==> src/rtl/bip_control_unit.sv <==
// BIP fetch/decode control: PC, IDLE/RUN/HALTED sequencing, combinational datapath controls.
// Latency: controls valid in the same cycle as PcAddr. No backpressure; one instruction per RUN cycle.
// Optional cycle counter enabled by defining BIP_CYCLE_COUNT_EN (otherwise CycleCount is tied to 0).
module bip_control_unit #(
  parameter int PC_W   = 11,
  parameter int DATA_W = 16,
  parameter int OPC_W  = 5,
  parameter int CNT_W  = 16
) (
  input  logic              clk,
  input  logic              Reset,
  input  logic              Start,
  input  logic [DATA_W-1:0] Instr,
  output logic [PC_W-1:0]   PcAddr,
  output logic [PC_W-1:0]   Addr,
  output logic [1:0]        SelA,
  output logic              SelB,
  output logic              Op,
  output logic              WrAcc,
  output logic              WrRam,
  output logic              RdRam,
  output logic              Busy,
  output logic              Halted,
  output logic [CNT_W-1:0]  CycleCount
);

  typedef enum logic [1:0] {
    S_IDLE   = 2'd0,
    S_RUN    = 2'd1,
    S_HALTED = 2'd2
  } state_t;

  localparam logic [OPC_W-1:0] OPC_HLT  = OPC_W'(0);
  localparam logic [OPC_W-1:0] OPC_STO  = OPC_W'(1);
  localparam logic [OPC_W-1:0] OPC_LD   = OPC_W'(2);
  localparam logic [OPC_W-1:0] OPC_LDI  = OPC_W'(3);
  localparam logic [OPC_W-1:0] OPC_ADD  = OPC_W'(4);
  localparam logic [OPC_W-1:0] OPC_ADDI = OPC_W'(5);
  localparam logic [OPC_W-1:0] OPC_SUB  = OPC_W'(6);
  localparam logic [OPC_W-1:0] OPC_SUBI = OPC_W'(7);

  state_t            state_q, state_d;
  logic [PC_W-1:0]   pc_q, pc_d;
  logic [OPC_W-1:0]  opcode;

  assign opcode = Instr[DATA_W-1 -: OPC_W];

  always_comb begin
    state_d = state_q;
    pc_d    = pc_q;
    case (state_q)
      S_IDLE, S_HALTED: begin
        if (Start) begin
          state_d = S_RUN;
          pc_d    = '0;
        end
      end
      S_RUN: begin
        // HLT parks the PC on the halt instruction itself
        if (opcode == OPC_HLT) begin
          state_d = S_HALTED;
        end else begin
          pc_d = pc_q + PC_W'(1);
        end
      end
      default: begin
        state_d = S_IDLE;
        pc_d    = '0;
      end
    endcase
  end

  always_comb begin
    SelA  = 2'd0;
    SelB  = 1'b0;
    Op    = 1'b0;
    WrAcc = 1'b0;
    WrRam = 1'b0;
    RdRam = 1'b0;
    if (state_q == S_RUN) begin
      case (opcode)
        OPC_STO:  WrRam = 1'b1;
        OPC_LD:   begin RdRam = 1'b1; WrAcc = 1'b1; end
        OPC_LDI:  begin SelA = 2'd1; WrAcc = 1'b1; end
        OPC_ADD:  begin RdRam = 1'b1; SelA = 2'd2; WrAcc = 1'b1; end
        OPC_ADDI: begin SelA = 2'd2; SelB = 1'b1; WrAcc = 1'b1; end
        OPC_SUB:  begin RdRam = 1'b1; SelA = 2'd2; Op = 1'b1; WrAcc = 1'b1; end
        OPC_SUBI: begin SelA = 2'd2; SelB = 1'b1; Op = 1'b1; WrAcc = 1'b1; end
        default:  ;
      endcase
    end
  end

  always_ff @(posedge clk) begin
    if (Reset) begin
      state_q <= S_IDLE;
      pc_q    <= '0;
    end else begin
      state_q <= state_d;
      pc_q    <= pc_d;
    end
  end

`ifdef BIP_CYCLE_COUNT_EN
  logic [CNT_W-1:0] cnt_q, cnt_d;

  always_comb begin
    cnt_d = cnt_q;
    if (state_q != S_RUN && Start) begin
      cnt_d = '0;
    end else if (state_q == S_RUN && cnt_q != '1) begin
      cnt_d = cnt_q + CNT_W'(1);
    end
  end

  always_ff @(posedge clk) begin
    if (Reset) begin
      cnt_q <= '0;
    end else begin
      cnt_q <= cnt_d;
    end
  end

  assign CycleCount = cnt_q;
`else
  assign CycleCount = '0;
`endif

  assign PcAddr = pc_q;
  assign Addr   = Instr[PC_W-1:0];
  assign Busy   = (state_q == S_RUN);
  assign Halted = (state_q == S_HALTED);

endmodule
==> config.mk <==
export PLATFORM = sky130hd
export DESIGN_NAME = bip_control_unit
export DESIGN_NICKNAME = d
export VERILOG_FILES = /design/src/rtl/bip_control_unit.sv
export SDC_FILE = /design/constraint.sdc
export NUM_CORES = 1
export LEC_CHECK = 0
export CORE_ASPECT_RATIO = 1.5
export CORE_MARGIN = 2
export CORE_UTILIZATION = 37
export CTS_CLUSTER_SIZE = 12
export DETAILED_ROUTE_END_ITERATION = 7
export HOLD_SLACK_MARGIN = 0.05
export PLACE_DENSITY = 0.85
export SYNTH_ARGS = -nofsm -noshare
export SYNTH_HDL_FRONTEND = slang
export SYNTH_SLANG_ARGS = --single-unit
==> constraint.sdc <==
create_clock -name clk -period 3.5 [get_ports clk]
set_input_delay 0.875 -clock clk [delete_from_list [all_inputs] [get_ports clk]]
set_output_delay 0.875 -clock clk [all_outputs]
set_load 0.005 [all_outputs]
Yosys cells after proc, flatten, opt, wreduce, memory -nomap -nowiden:

Index checks and enable logic that the tools add are counted.

* input port bits: 19
* output and inout port bits: 47
* word-level logic and storage cells: 43
* register bits after elaboration: 13

* add/sub/neg operators: 1
* reductions and logical operators: 10
* eq/ne operators: 12
* mux-type cells: 18

Operator list (number)
* 11-bit two-way mux: 2
* 11-bit one-hot mux with 2 select lines: 1
* 5-bit by 3-bit == test with 1-bit output, second input constant: 4
* 11-bit by 1-bit adder with 11-bit output, second input constant: 1
* 5-bit by 2-bit == test with 1-bit output, second input constant: 2
* 1-bit two-way mux: 10
* 2-bit one-hot mux with 2 select lines: 2
* 2-bit two-way mux: 3
* 2-bit OR reduction: 3
* 6-bit OR reduction: 1
* 5-bit by 1-bit == test with 1-bit output, second input constant: 1
* 5-bit zero test: 1
* 2-bit inequality test, second input constant: 2
* 2-bit AND reduction: 2
* 4-bit OR reduction: 1
* 3-bit OR reduction: 1
* 2-bit by 1-bit == test with 1-bit output, second input constant: 1
* 2-bit == test, second input constant: 1
* 2-bit zero test: 1
* 2-bit by 1-bit inequality test with 1-bit output, second input constant: 1

Depth between registers and ports, before layout:

Gate-level depths: netlist of the first run.

* word-level depth: 4
* mapped depth: 6
* gate-level depth less buffers: 5

Worst setup path before layout of the first run:

Ideal clock, no wire load.

* path kind: input to output
* start point: input Instr[14]
* end point: output RdRam
* stages on the path: 3
* buffers on the path: 1
* path slack: 901 ps
* arrival: 1724 ps
* path through: or4b_1 clkbuf_1 nor3_1

* longest elaborated chain between the ends: 4

RTL lines
* start, declared: line 13 `input logic [DATA_W-1:0] Instr,`
* 5-bit by 3-bit == test with 1-bit output / 5-bit by 2-bit == test with 1-bit output (equally long branches): line 81 `case (opcode)`
* 3-bit OR reduction (no line) (*)
* 1-bit two-way mux (*): line 81
* 1-bit two-way mux (*): line 80 `if (state_q == S_RUN) begin`
* end, declared: line 21 `output logic RdRam,`

Every way passes the cells marked *; elsewhere a longest branch is shown, timed or not.

Final worst setup path of the first run:

Same ends and word-level chain as after synthesis.

==> results of run 1 <==
[Yosys cell counts (2+ instances only)]
master	n
a21oi_1	4
a22oi_1	2
and3_1	2
buf_4	27
dfxtp_1	13
inv_1	3
mux2i_1	2
nand2_1	6
nand4_1	3
nor2_1	11
nor2b_1	2
nor3_1	3
o211ai_1	2
o21ai_0	2
or3_1	4
xnor2_1	2
xor2_1	2
[how the worst max path moves through the flow]
stage                     cells past startpoint  endpoint  slack (ns)      start
after floorplan                               3     RdRam        0.90  Instr[14]
after global placement                        4     RdRam        0.01  Instr[14]
after detailed placement                      4     RdRam       -0.01  Instr[14]
after CTS                                     4     RdRam        0.03  Instr[14]
after global routing                          4     RdRam        0.02  Instr[14]
final                                         4     RdRam        0.07  Instr[14]
[registers in the layout, summed over array words and instances (netlist names)]
name     flops
PcAddr      11
state_q      2
[layer usage]
metal | share of wire (%) | vias up | GRT usage, % | wire length [um]
li1 | - | 391 | - | -
met1 | 36 | 384 | 14.5 | 694
met2 | 56 | 34 | 27.9 | 1090
met3 | 6.8 | 6 | 3.06 | 132
met4 | 1.7 | 0 | 7.20 | 33
met5 | 0 | - | 0 | 0
[metrics by stage]
step                      power, mW  std cells  worst slack, ns
after floorplan               0.203        127            0.901
after global placement        0.200        150           0.0123
after detailed placement      0.202        150          -0.0115
after CTS                     0.290        154           0.0311
after global routing          0.304        154           0.0188
final                         0.289        154           0.0707
[worst max-delay path, delay by kind of cell]
kind / cells / cell delay [ns]
and+or+nand+nor: 2 / 0.71
buffers and inverters: 2 / 0.96
[cell families after synthesis]
group	count (synthesis)	share of synthesized area, %
multiplexers	3	3.81
other	1	0.408
flip-flops	13	28.3
buffers and inverters	33	25.5
AO/OA/AOI/OAI	18	13.5
AND/OR/NAND/NOR	39	23.3
XOR/XNOR	4	3.82
adder cells (fa/ha/maj)	1	1.36
[area by class of cell]
class	instances	area share, %
multi-input cells	81	44.4
flip-flops and latches	13	23.6
well taps	24	2.72
repair buffers	29	25.9
clock buffers	4	2.38
inverters	3	1.02
[power by group]
group          internal [mW]  leakage [nW]  switching [mW]
logic                 0.0227         0.309          0.0223
clock network         0.0441        0.0150          0.0459
registers              0.150         0.105         0.00406
total                  0.217         0.429          0.0723
[what timing repair did]
| action | 4_1_cts | 5_1_grt |
|---|---|---|
| endpoints found under the setup margin | 1 | 1 |
| hold endpoints to repair | 0 | 0 |
| gates resized for setup | 1 | 1 |
[cell usage in the layout (no fill, tap or decap), types with 3 or more instances in the layout]
cell type / instances
conb_1: 16
dfxtp_1: 13
inv_1: 3
nand2_1: 6
nand4_1: 3
clkbuf_4: 3
or3_1: 4
clkdlybuf4s50_1: 27
nor2_1: 11
a21oi_1: 4
==> results.md, run 1 <==
- Status: completed
- Number of synthesized register bits: 13
- Post-Syn Instances: between 100 and 150
- Vias in the first global route: just over 800
- Root Buffer: clkbuf_4
- Hold Path Depth: 2
- Syn avg cell area: 8.20 um^2
- FILL cells: 239
- Critical Path RT: 2.62 ns
- Final instance area: 0.00110 mm^2
- Area Growth Syn to Fin: 20.0%
- CTS tree: done
- Clk_lat worst skew: approximately 0.27 ns
- Via count: 815
- Clock sink count: 13
- Top-area cell type share of the netlist area: 28.3%
- Slew Viols, Final: 0
- Setup violations, final: 0
- Register area: 260 um^2
- Most used cell, CP: clkdlybuf4s50_1
- # diodes: 0
- GRT Total Usage: between 10% and 20%
- Global-route wire length before repair: 3350 um
- Minimum clock period: 3.43 ns
- Io pins: 66
- WL final: 1950 um
- Worst-path clk slew: 0.08 ns
- DR iter-0 viols: 14
- Asr flop ratio synth: 0%
- Final core utilization: between 40 and 50%
- Register area share after synthesis: 28.3%
- Die Height: roughly 65 um
- Port Buffer Count: 27
- Die ar.: 0.00290 mm^2
- Std cell rows: 22
- Gr ovfl total: 0
- Post-CTS Setup Bufs: 0
- FF-to-FF path depth: 5
- Total negative slack: 0 ns
- R2R Path End: PcAddr[8]$_SDFFE_PP0P_
- Setup Crit Path Kind: input pin to output pin
- Worst r2r src: state_q[0]$_SDFFE_PP0P_
- Layout cells sized above 1: 6.92%
- CP max-delay cell: or4b_4
- Synth area leaders: dfxtp_1, buf_4, nor2_1
- Min-delay src: PcAddr[10]$_SDFFE_PP0P_
- Final hold viol count: 0
- Fin Clk Skew: ~0.00060 ns
- CP Launch Type: input pin
- Core box area: approximately 0.0024 mm^2
- Initial antenna violation count: 0
- Clk buf depth: 2
- Max VDD drop: 0.000132 V
- Largest net degree at the start of global routing: 11
- Leakage: 0.429 nW
- Primary FF master, synth: dfxtp_1
- DRC: 0
- Critical path arrival: 2.55 ns
- Number of flops mapped to enable cells by yosys: 0
- Final layout net count: 151
- Hold EP: PcAddr[10]$_SDFFE_PP0P_
- H-tree levels: 1
- Die width: 44.7 um
- Crit-path cells: clkdlybuf4s50_1, or4b_4, nor3_2, clkdlybuf4s50_1
- Max cap viols: 0
- Netlist cell types: 39
- Area of the multi-input gates: 489 um^2
- Wirelength per Cell: around 13 um
- CP Max Fanout: 3
- Placed cell area: 0.00107 mm^2
- Tightest Hold Check Type: flop to flop
- Half-perimeter wire length after placement: roughly 1600 um
- Period utilization: 98.0%
- Worst reg-to-reg setup slack: around 1.6 ns
- Post-Synthesis Cell Area: 918 um^2
- Vias per std cell: roughly 5.3
- Starting Density: between 30% and 40%
- Antenna Nets Post-Route: 0
- Yosys warning count: 0
- GPL Wtd Cong: 0.819
- Worst Setup End Kind: output pin
- RSZ-0062 raised after global routing: false
- Max incr delay on CP: 0.55 ns
- 1st-pass router iterations: 4
- Fin Hold WS: between 0.4 and 0.5 ns
- CTS Hold Bufs: 0
- Fmax: 0.292 GHz
- P per Cell Area: roughly 260 mW/mm^2
- Num CTS Buffers: 3
- Cell accounting for the most synthesized area: dfxtp_1
No activity file was read; power rests on OpenSTA's default activity.
==> run 2: changes to the inputs <==
--- a/config.mk
+++ b/config.mk
@@ -5,6 +5,7 @@
 export SDC_FILE = /design/constraint.sdc
 export NUM_CORES = 1
 export LEC_CHECK = 0
+export CAP_MARGIN = 25
 export CORE_ASPECT_RATIO = 1.5
 export CORE_MARGIN = 2
 export CORE_UTILIZATION = 37
==> constraint.sdc (replaced) <==
create_clock -name clk -period 3.5 [get_ports clk]
set_input_delay 0.875 -clock clk [delete_from_list [all_inputs] [get_ports clk]]
set_output_delay 0.875 -clock clk [all_outputs]
set_load 0.01 [all_outputs]
==> results.md, run 2 (synthesis results as in run 1) <==
- Worst-path clk slew: 0.07 ns (about the same)
- Largest register FFs: 11 (unchanged)
- Largest net degree at the start of global routing: 11 (unchanged)
- Final hold viol count: 0 (unchanged)
- Num CTS Buffers: 3 (unchanged)
- Max cap viols: 0 (unchanged)
- Core box area: 0.00239 mm^2 (unchanged)
- Post-CTS Setup Bufs: 0 (unchanged)
- DRC: 0 (unchanged)
- Commonest non-fill, non-tap cell in the layout: clkdlybuf4s50_1
- Port Buffer Count: 27 (unchanged)
- Worst Setup End Kind: output pin
- Std cell rows: 22 (unchanged)
- Vias in the first global route: 830 (+3.0%)
- Placed cell area: 0.00107 mm^2 (unchanged)
- WL final: 1980 um (+1.4%)
- Slew Viols, Final: 0 (unchanged)
- Setup violations, final: 0 (unchanged)
- Die Height: 65.0 um (unchanged)
- Clock sink count: 13 (unchanged)
- Io pins: 66 (unchanged)
- Max VDD drop: 0.000134 V (+1.9%)
- DR iter-0 viols: 13 (-1)
- Critical Path RT: 2.62 ns (about the same)
- Total negative slack: 0 ns (unchanged)
- Half-perimeter wire length after placement: 1620 um (+3.3%)
- Die ar.: 0.00290 mm^2 (unchanged)
- RSZ-0062 raised after global routing: true
- Status: completed
- Global-route wire length before repair: 3330 um (-0.63%)
- Clk buf depth: 2 (unchanged)
- Crit-path cells: clkdlybuf4s50_1, or4b_1, nor2_1, clkdlybuf4s50_1
- Vias per std cell: 5.32 (+0.61%)
- Layout cells sized above 1: 5.38% (-1.5 points)
- Tightest Hold Check Type: flop to flop
- Initial antenna violation count: 0 (unchanged)
- Most frequent cells in the layout: clkdlybuf4s50_1, conb_1, dfxtp_1
- CP Launch Type: input pin
- Starting Density: 38.3% (unchanged)
- Fmax: 0.291 GHz (-0.15%)
- Final layout net count: 151 (unchanged)
- GPL Wtd Cong: 0.819 (about the same)
- Clk_lat worst skew: 0.28 ns (about the same)
- Minimum clock period: 3.43 ns (+0.00507 ns)
- H-tree levels: 1 (unchanged)
- Final instance area: 0.00109 mm^2 (-0.91%)
- Root Buffer: clkbuf_4
- Max incr delay on CP: 0.57 ns (+0.02 ns)
- GRT Total Usage: 15.4% (+0.49 points)
- Leakage: 0.432 nW (+0.55%)
- Die width: 44.7 um (unchanged)
- CP top delay family: buffers and inverters
- Fin Clk Skew: 0.00623 ns (+0.00563 ns)
- Via count: 820 (+0.61%)
- Gr ovfl total: 0 (unchanged)
- Buf+Inv Stages, Crit Path: 2 (unchanged)
- # diodes: 0 (unchanged)
- Period utilization: 98.1% (+0.14 points)
- Wirelength per Cell: 12.8 um (+1.4%)
- Most used cell, CP: clkdlybuf4s50_1
- CP Max Fanout: 3 (unchanged)
- Area Growth Syn to Fin: 18.9%
- CTS tree: done
- CP max-delay cell: or4b_1
- P per Cell Area: 272 mW/mm^2 (+3.8%)
- Setup Crit Path Kind: input pin to output pin
- 1st-pass router iterations: 4 (unchanged)
- Antenna Nets Post-Route: 0 (unchanged)
- Critical path arrival: 2.56 ns (about the same)
## run 2: power breakdown
part           total (mW)  internal (mW)  switching, mW  leakage [nW]
Combinational      0.0497         0.0222         0.0274         0.312
Sequential          0.154          0.150        0.00402         0.105
Clock              0.0936         0.0443         0.0494        0.0150
Total               0.297          0.217         0.0808         0.432
## run 2: worst reg2reg max path: stages (launching register included)
cell	delay [ns]
dfxtp_1	0.51
or4b_1	0.53
buf_4	0.18
o21ai_1	0.32
o21ai_0	0.16
a21oi_1	0.14
## run 2: layout make-up
type	instances	area, um^2
tap	24	30.0
multi-input combinational	81	480
inverter	3	11.3
sequential	13	260
clock buffer	4	26.3
fill	241	1300
timing repair buffer	29	284
## run 2: per-layer routing
metal | up-vias | wire, um | global-route usage (%)
met5 | - | 0 | 0
met4 | 0 | 98 | 13.6
li1 | 387 | - | -
met2 | 41 | 1050 | 27.0
met1 | 379 | 689 | 13.8
met3 | 13 | 143 | 3.34
## run 2: repair_timing
| item | CTS | global route |
|---|---|---|
| gates resized for setup | 1 | 0 |
| hold buffers | 0 | 0 |
| setup endpoints to repair | 1 | 2 |
## run 2: path summary, 6_finish.rpt
kind | endpoint | cells after the start | slack, ns | startpoint
max | WrAcc | 4 | 0.07 | Instr[14]
min | PcAddr[10]$_SDFFE_PP0P_ | 2 | 0.50 | PcAddr[10]$_SDFFE_PP0P_
max reg2reg | PcAddr[10]$_SDFFE_PP0P_ | 5 | 1.59 | state_q[0]$_SDFFE_PP0P_
min reg2reg | PcAddr[10]$_SDFFE_PP0P_ | 2 | 0.50 | PcAddr[10]$_SDFFE_PP0P_
## run 2: per-stage QoR
step,hold slack [ns],utilization (%),std cells,power [mW],setup slack [ns]
2_1_floorplan,0.502,-,127,0.212,0.800
3_3_place_gp,0.465,44.6,150,0.205,-0.0229
3_5_place_dp,0.489,44.6,150,0.207,-0.0379
4_1_cts,0.499,45.6,154,0.298,0.0443
5_1_grt,0.540,45.6,154,0.315,-0.0247
6_report,0.502,45.6,154,0.297,0.0657
==> RTL edit 1, RTL diff (config.mk and constraints of run 2) <==
Build with the macro `BIP_CYCLE_COUNT_EN` defined.
--- a/src/rtl/bip_control_unit.sv
+++ b/src/rtl/bip_control_unit.sv
@@ -1,6 +1,8 @@
 // BIP fetch/decode control: PC, IDLE/RUN/HALTED sequencing, combinational datapath controls.
 // Latency: controls valid in the same cycle as PcAddr. No backpressure; one instruction per RUN cycle.
 // Optional cycle counter enabled by defining BIP_CYCLE_COUNT_EN (otherwise CycleCount is tied to 0).
+`define BIP_CYCLE_COUNT_EN
+
 module bip_control_unit #(
   parameter int PC_W   = 11,
   parameter int DATA_W = 16,
Formal check against the unedited RTL: not equivalent (a bounded check fails within 4 cycles, from zero or initial values and one cycle with Reset high).
==> RTL edit 1 against run 2 <==
Global-route usage grew 2.2 points; maximum frequency grew 0.48%; setup slack gained 0.016 ns; sequential cell count grew 16; clock power grew to 3.0 times the old value; die area grew 73%; core utilization grew 5.1 points; wire length grew 100%; design area grew 97%; synthesized area grew 80%; power grew 130%.
==> RTL edit 1: results (changes against run 2) <==
synthTopCellsByCount: "dfxtp_1 (29), a21oi_1 (17), nor2_1 (15)"
cp_slowest_cell: "clkdlybuf4s50_1"
grt_use_total_pct: 17.6  # +2.2 points
layout-drive-gt1-share_pct: 8.47  # +3.1 points
wire_per_inst_um: 14.1  # +10%
ys_seq_area_share_pct: 35.2  # +6.9 points
dpl.hpwl_mm: 2.97  # +83%
synth_area_leaders: "dfxtp_1 (35%), a21oi_1 (5.2%), buf_4 (5.0%)"
whs_endpoint: "CycleCount[14]$_SDFFE_PP0P_"
hp-start: "CycleCount[14]$_SDFFE_PP0P_"
fin_skew_ns: 0.00445  # -0.00178 ns
cp_max_fo: 6  # +3
cts-root-buf: "clkbuf_8"
final_util_pct: 50.7  # +5.1 points
crit_arrival_ns: 2.54  # -0.02 ns
num_vias: 1605  # +96%
max_cap_violations: 0  # unchanged
outcome: "complete, no violations"
grt_use_met2_pct: 30.7  # +3.8 points
cts_setup_buffers: 0  # unchanged
grt_first_pass_wirelength_mm: 6.91  # +110%
vdd_ir_drop_max_v: 0.000288  # +110%
syn_area_per_cell_sq_um: 8.29  # +1.1%
drt_wl_total_mm: 3.98  # +100%
grt_max_degree: 21  # +10
regToRegStartpoint: "CycleCount[0]$_SDFFE_PP0P_"
timing.rr.end: "CycleCount[14]$_SDFFE_PP0P_"
critical_path.max_stage_delay_ns: 0.54  # -0.03 ns
crit_family: "buffers and inverters"
nets: 257  # +70%
first_iter_violations: 29  # +16
globalplace.congestion: 0.885  # +8.1%
dpl_cell_area_sq_um: 2060  # +93%
synth_ff_type: "dfxtp_1"
numCtsBuffers: 5  # +2
numPortBuffers: 43  # +59%
largest_reg_flops: 16  # +5
p_leak_uw: 0.000724  # +68%
met1_usage_pct: 19.1  # +5.3 points
grt.met3_usage_pct: 4.83  # +1.5 points
yosysUniqueCellTypes: 44  # +13%
first_pass_iters: 4  # unchanged
h-tree-depth: 2  # +1
grt_pass1_vias: 1545  # +86%
fill_cells: 401  # +66%
==> RTL edit 1: cell types whose count changed after synthesis, moves of 5 or more <==
cell	change
clkbuf_1	+5
inv_1	+6
nand2_1	+8
dfxtp_1	+16
a21oi_1	+13
o31ai_1	+7
nand3_1	+5
buf_4	-16
or4_1	+6
==> RTL edit 1: metrics by stage <==
stage / hold slack [ns] / setup slack [ns]
after global routing: 0.539 / -0.000823
after floorplan: 0.517 / 0.647
final: 0.506 / 0.0820
after global placement: 0.495 / 0.105
after CTS: 0.514 / 0.0600
after detailed placement: 0.506 / 0.0592
==> RTL edit 1: layer usage <==
metal	wire, um	share of wire (%)
met1	1630	41
met2	2050	52
met3	208	5.2
met4	87	2.2
met5	0	0
==> RTL edit 1: how the worst max path moves through the flow <==
stage,end,slack [ns],cells after the start
2_1_floorplan,RdRam,0.65,4
3_3_place_gp,SelA[0],0.10,6
3_5_place_dp,SelA[0],0.06,6
4_1_cts,SelA[0],0.06,6
5_1_grt,WrRam,-0.0008,6
6_report,RdRam,0.08,6
==> RTL edit 1: cell families after synthesis <==
logic type | share of synthesized area [%]
XOR/XNOR | 3.19
buffers and inverters | 8.72
multiplexers | 3.79
AO/OA/AOI/OAI | 18.1
adder cells (fa/ha/maj) | 1.52
flip-flops | 35.2
AND/OR/NAND/NOR | 29.5
==> RTL edit 1: worst min-delay path, stage by stage (launching register included) <==
cell,delay [ns]
dfxtp_1,0.33
o31ai_1,0.07
a21oi_1,0.05
==> RTL edit 1: layout make-up <==
| class | count | share of cell area (%) |
|---|---|---|
| Timing Repair Buffer | 48 | 21.8 |
| Clock buffer | 7 | 4.01 |
| Sequential cell | 29 | 27.0 |
| Tap cell | 46 | 2.67 |
| Multi-Input combinational cell | 143 | 42.9 |
| Inverter | 9 | 1.57 |
==> RTL edit 1: power by group <==
part / total [uW] / internal [uW] / switching, uW / leakage (uW)
logic: 61.1 / 27.2 / 33.9 / 0.000446
registers: 338 / 333 / 4.34 / 0.000234
clock network: 281 / 156 / 125 / 0.0000443
total: 680 / 516 / 163 / 0.000724
==> RTL edit 1: what timing repair did <==
action,4_1_cts,5_1_grt
hold buffers,0,0
endpoints found under the setup margin,0,1
gates resized for setup,0,1
==> RTL edit 2, RTL diff (flow settings as in run 2) <==
Made on the original files. Encoding of `state_t`: now one-hot (3 bits for 3 states).
--- a/src/rtl/bip_control_unit.sv
+++ b/src/rtl/bip_control_unit.sv
@@ -24,10 +24,10 @@
   output logic [CNT_W-1:0]  CycleCount
 );
 
-  typedef enum logic [1:0] {
-    S_IDLE   = 2'd0,
-    S_RUN    = 2'd1,
-    S_HALTED = 2'd2
+  typedef enum logic [2:0] {
+    S_IDLE   = 3'b001,
+    S_RUN    = 3'b010,
+    S_HALTED = 3'b100
   } state_t;
 
   localparam logic [OPC_W-1:0] OPC_HLT  = OPC_W'(0);
Function: no difference found for any inputs over 10 cycles, from zero or initial values and one cycle with Reset high; not proved beyond that.
==> RTL edit 2 against run 2 <==
Design area rose by 15%; wire length rose by 17%; critical path depth rose by 1; power rose by 25%; register-to-register slack improved by 0.02 ns; via count rose by 16%; count of clock-buffer cells in the layout did not move; clock skew fell by 0.0041 ns; synthesized area rose by 13%; sequential cell count rose by 1; sequential power rose by 7%; setup slack improved by 0.049 ns; highest routed layer unchanged.
==> RTL edit 2: results (changes against run 2) <==
synth_area_leaders: "dfxtp_1 (27%), buf_4 (20%), o31ai_1 (5.1%)"
synthMuxAreaShare_pct: 0.964  # -2.9 points
yosysUniqueCellTypes: 42  # +7.7%
pre_cts_ws_ns: 0.0253  # +0.0631 ns
first_iter_violations: 31  # +18
antenna_cells: 0  # unchanged
grt_pass1_vias: 859  # +3.5%
p_leak_uw: 0.000442  # +2.5%
synth_ff_type: "dfxtp_1"
cp_slowest_cell: "clkdlybuf4s50_1"
grt_use_met2_pct: 24.5  # -2.5 points
h-tree-depth: 1  # unchanged
dpl.hpwl_mm: 1.74  # +7.4%
numCtsBuffers: 3  # unchanged
synthTopCellsByCount: "buf_4 (27), dfxtp_1 (14), a21oi_1 (9)"
min_period_ns: 3.39  # -0.0486 ns
drt_wl_total_mm: 2.32  # +17%
grt_use_total_pct: 15.2  # -0.14 points
synthXorXnorAreaFrac_pct: 0.843  # -3.0 points
outcome: "complete, no violations"
cp_max_fo: 5  # +2
vdd_ir_drop_max_v: 0.000207  # +54%
fin_skew_ns: 0.00212  # -0.00411 ns
num_vias: 953  # +16%
synthAdderAreaFrac_pct: 1.20  # -0.16 points
grt_first_pass_wirelength_mm: 3.50  # +5.0%
syn_inst: 127  # +13%
async_flop_share_pct: 0  # unchanged
hold_depth: 2  # unchanged
ys_seq_area_share_pct: 27.0  # -1.3 points
cts-root-buf: "clkbuf_8"
layout-drive-gt1-share_pct: 6.29  # +0.91 points
crit_arrival_ns: 2.51  # -0.05 ns
nets: 164  # +8.6%
grt.met3_usage_pct: 2.86  # -0.48 points
met1_usage_pct: 16.7  # +2.9 points
globalplace.congestion: 0.794  # -3.1%
reg2reg_depth: 4  # -1
synth_compound_area_share_pct: 21.8  # +8.3 points
clock_latency_ns: 0.25  # -0.03 ns
r2r_slack_ns: 1.61  # +0.02 ns
fill_cells: 254  # +5.4%
dp_cells: 176  # +17%
first_pass_iters: 4  # unchanged
grt_max_degree: 16  # +5
vias_per_cell: 5.29  # -0.57%
-- RTL edit 2: cell count changes after synthesis, sizes merged, moves of 3 or more --
cell	change
nand3	+3
nor2	-8
o31ai	+7
or4	+6
a21oi	+5
nand2b	+3
-- RTL edit 2: path summary, 6_finish.rpt --
check                     startpoint                       to
max                        Instr[14]                    WrRam
min          PcAddr[10]$_SDFFE_PP0P_  PcAddr[10]$_SDFFE_PP0P_
max reg2reg  state_q[1]$_SDFFE_PP0P_   PcAddr[3]$_SDFFE_PP0P_
min reg2reg  PcAddr[10]$_SDFFE_PP0P_  PcAddr[10]$_SDFFE_PP0P_
-- RTL edit 2: cell type report --
| cell class | instances | area [sq um] | area share (%) |
|---|---|---|---|
| multi-input combinational | 94 | 582 | 46.3 |
| clock buffer | 4 | 55.1 | 4.38 |
| inverter | 2 | 7.51 | 0.598 |
| sequential | 14 | 280 | 22.3 |
| timing repair buffer | 29 | 285 | 22.7 |
| tap | 37 | 46.3 | 3.69 |
-- RTL edit 2: through the flow --
| stage | cell area [sq um] | utilization (%) | power, uW | hold slack, ns |
|---|---|---|---|---|
| after floorplan | 1090 | - | 221 | 0.493 |
| after global placement | 1200 | 44.7 | 210 | 0.462 |
| after detailed placement | 1200 | 44.7 | 211 | 0.472 |
| after CTS | 1250 | 46.8 | 372 | 0.481 |
| after global routing | 1260 | 46.9 | 384 | 0.518 |
| final | 1260 | 46.9 | 370 | 0.486 |
-- RTL edit 2: layer usage --
metal / up-vias / part of all wire, %
met5: - / 0
met4: 0 / 2.5
met3: 4 / 6.3
met2: 38 / 52
met1: 450 / 39
li1: 461 / -
-- RTL edit 2: critical path: cells and delay by family --
| kind | cells | cell delay (ns) |
|---|---|---|
| buffers and inverters | 2 | 1.02 |
| AND/OR/NAND/NOR | 3 | 0.61 |
-- RTL edit 2: logic make-up (layout without fill, tap and decap cells) --
group,after synthesis,after routing
XOR/XNOR,1,1
AO/OA/AOI/OAI,32,32
adder cells (fa/ha/maj),1,1
buffers and inverters,34,35
flip-flops,14,14
multiplexers,1,1
other,1,16
AND/OR/NAND/NOR,43,43
-- RTL edit 2: power by group --
group          internal, uW  switching [uW]
Clock                  99.8            61.7
Combinational          17.1            26.9
Sequential              161            3.34
Total                   278            91.9
-- RTL edit 2: timing repair --
item,4_1_cts,5_1_grt
endpoints found under the hold margin,0,0
hold buffers,0,0
setup endpoints to repair,0,3
gates resized for setup,0,1
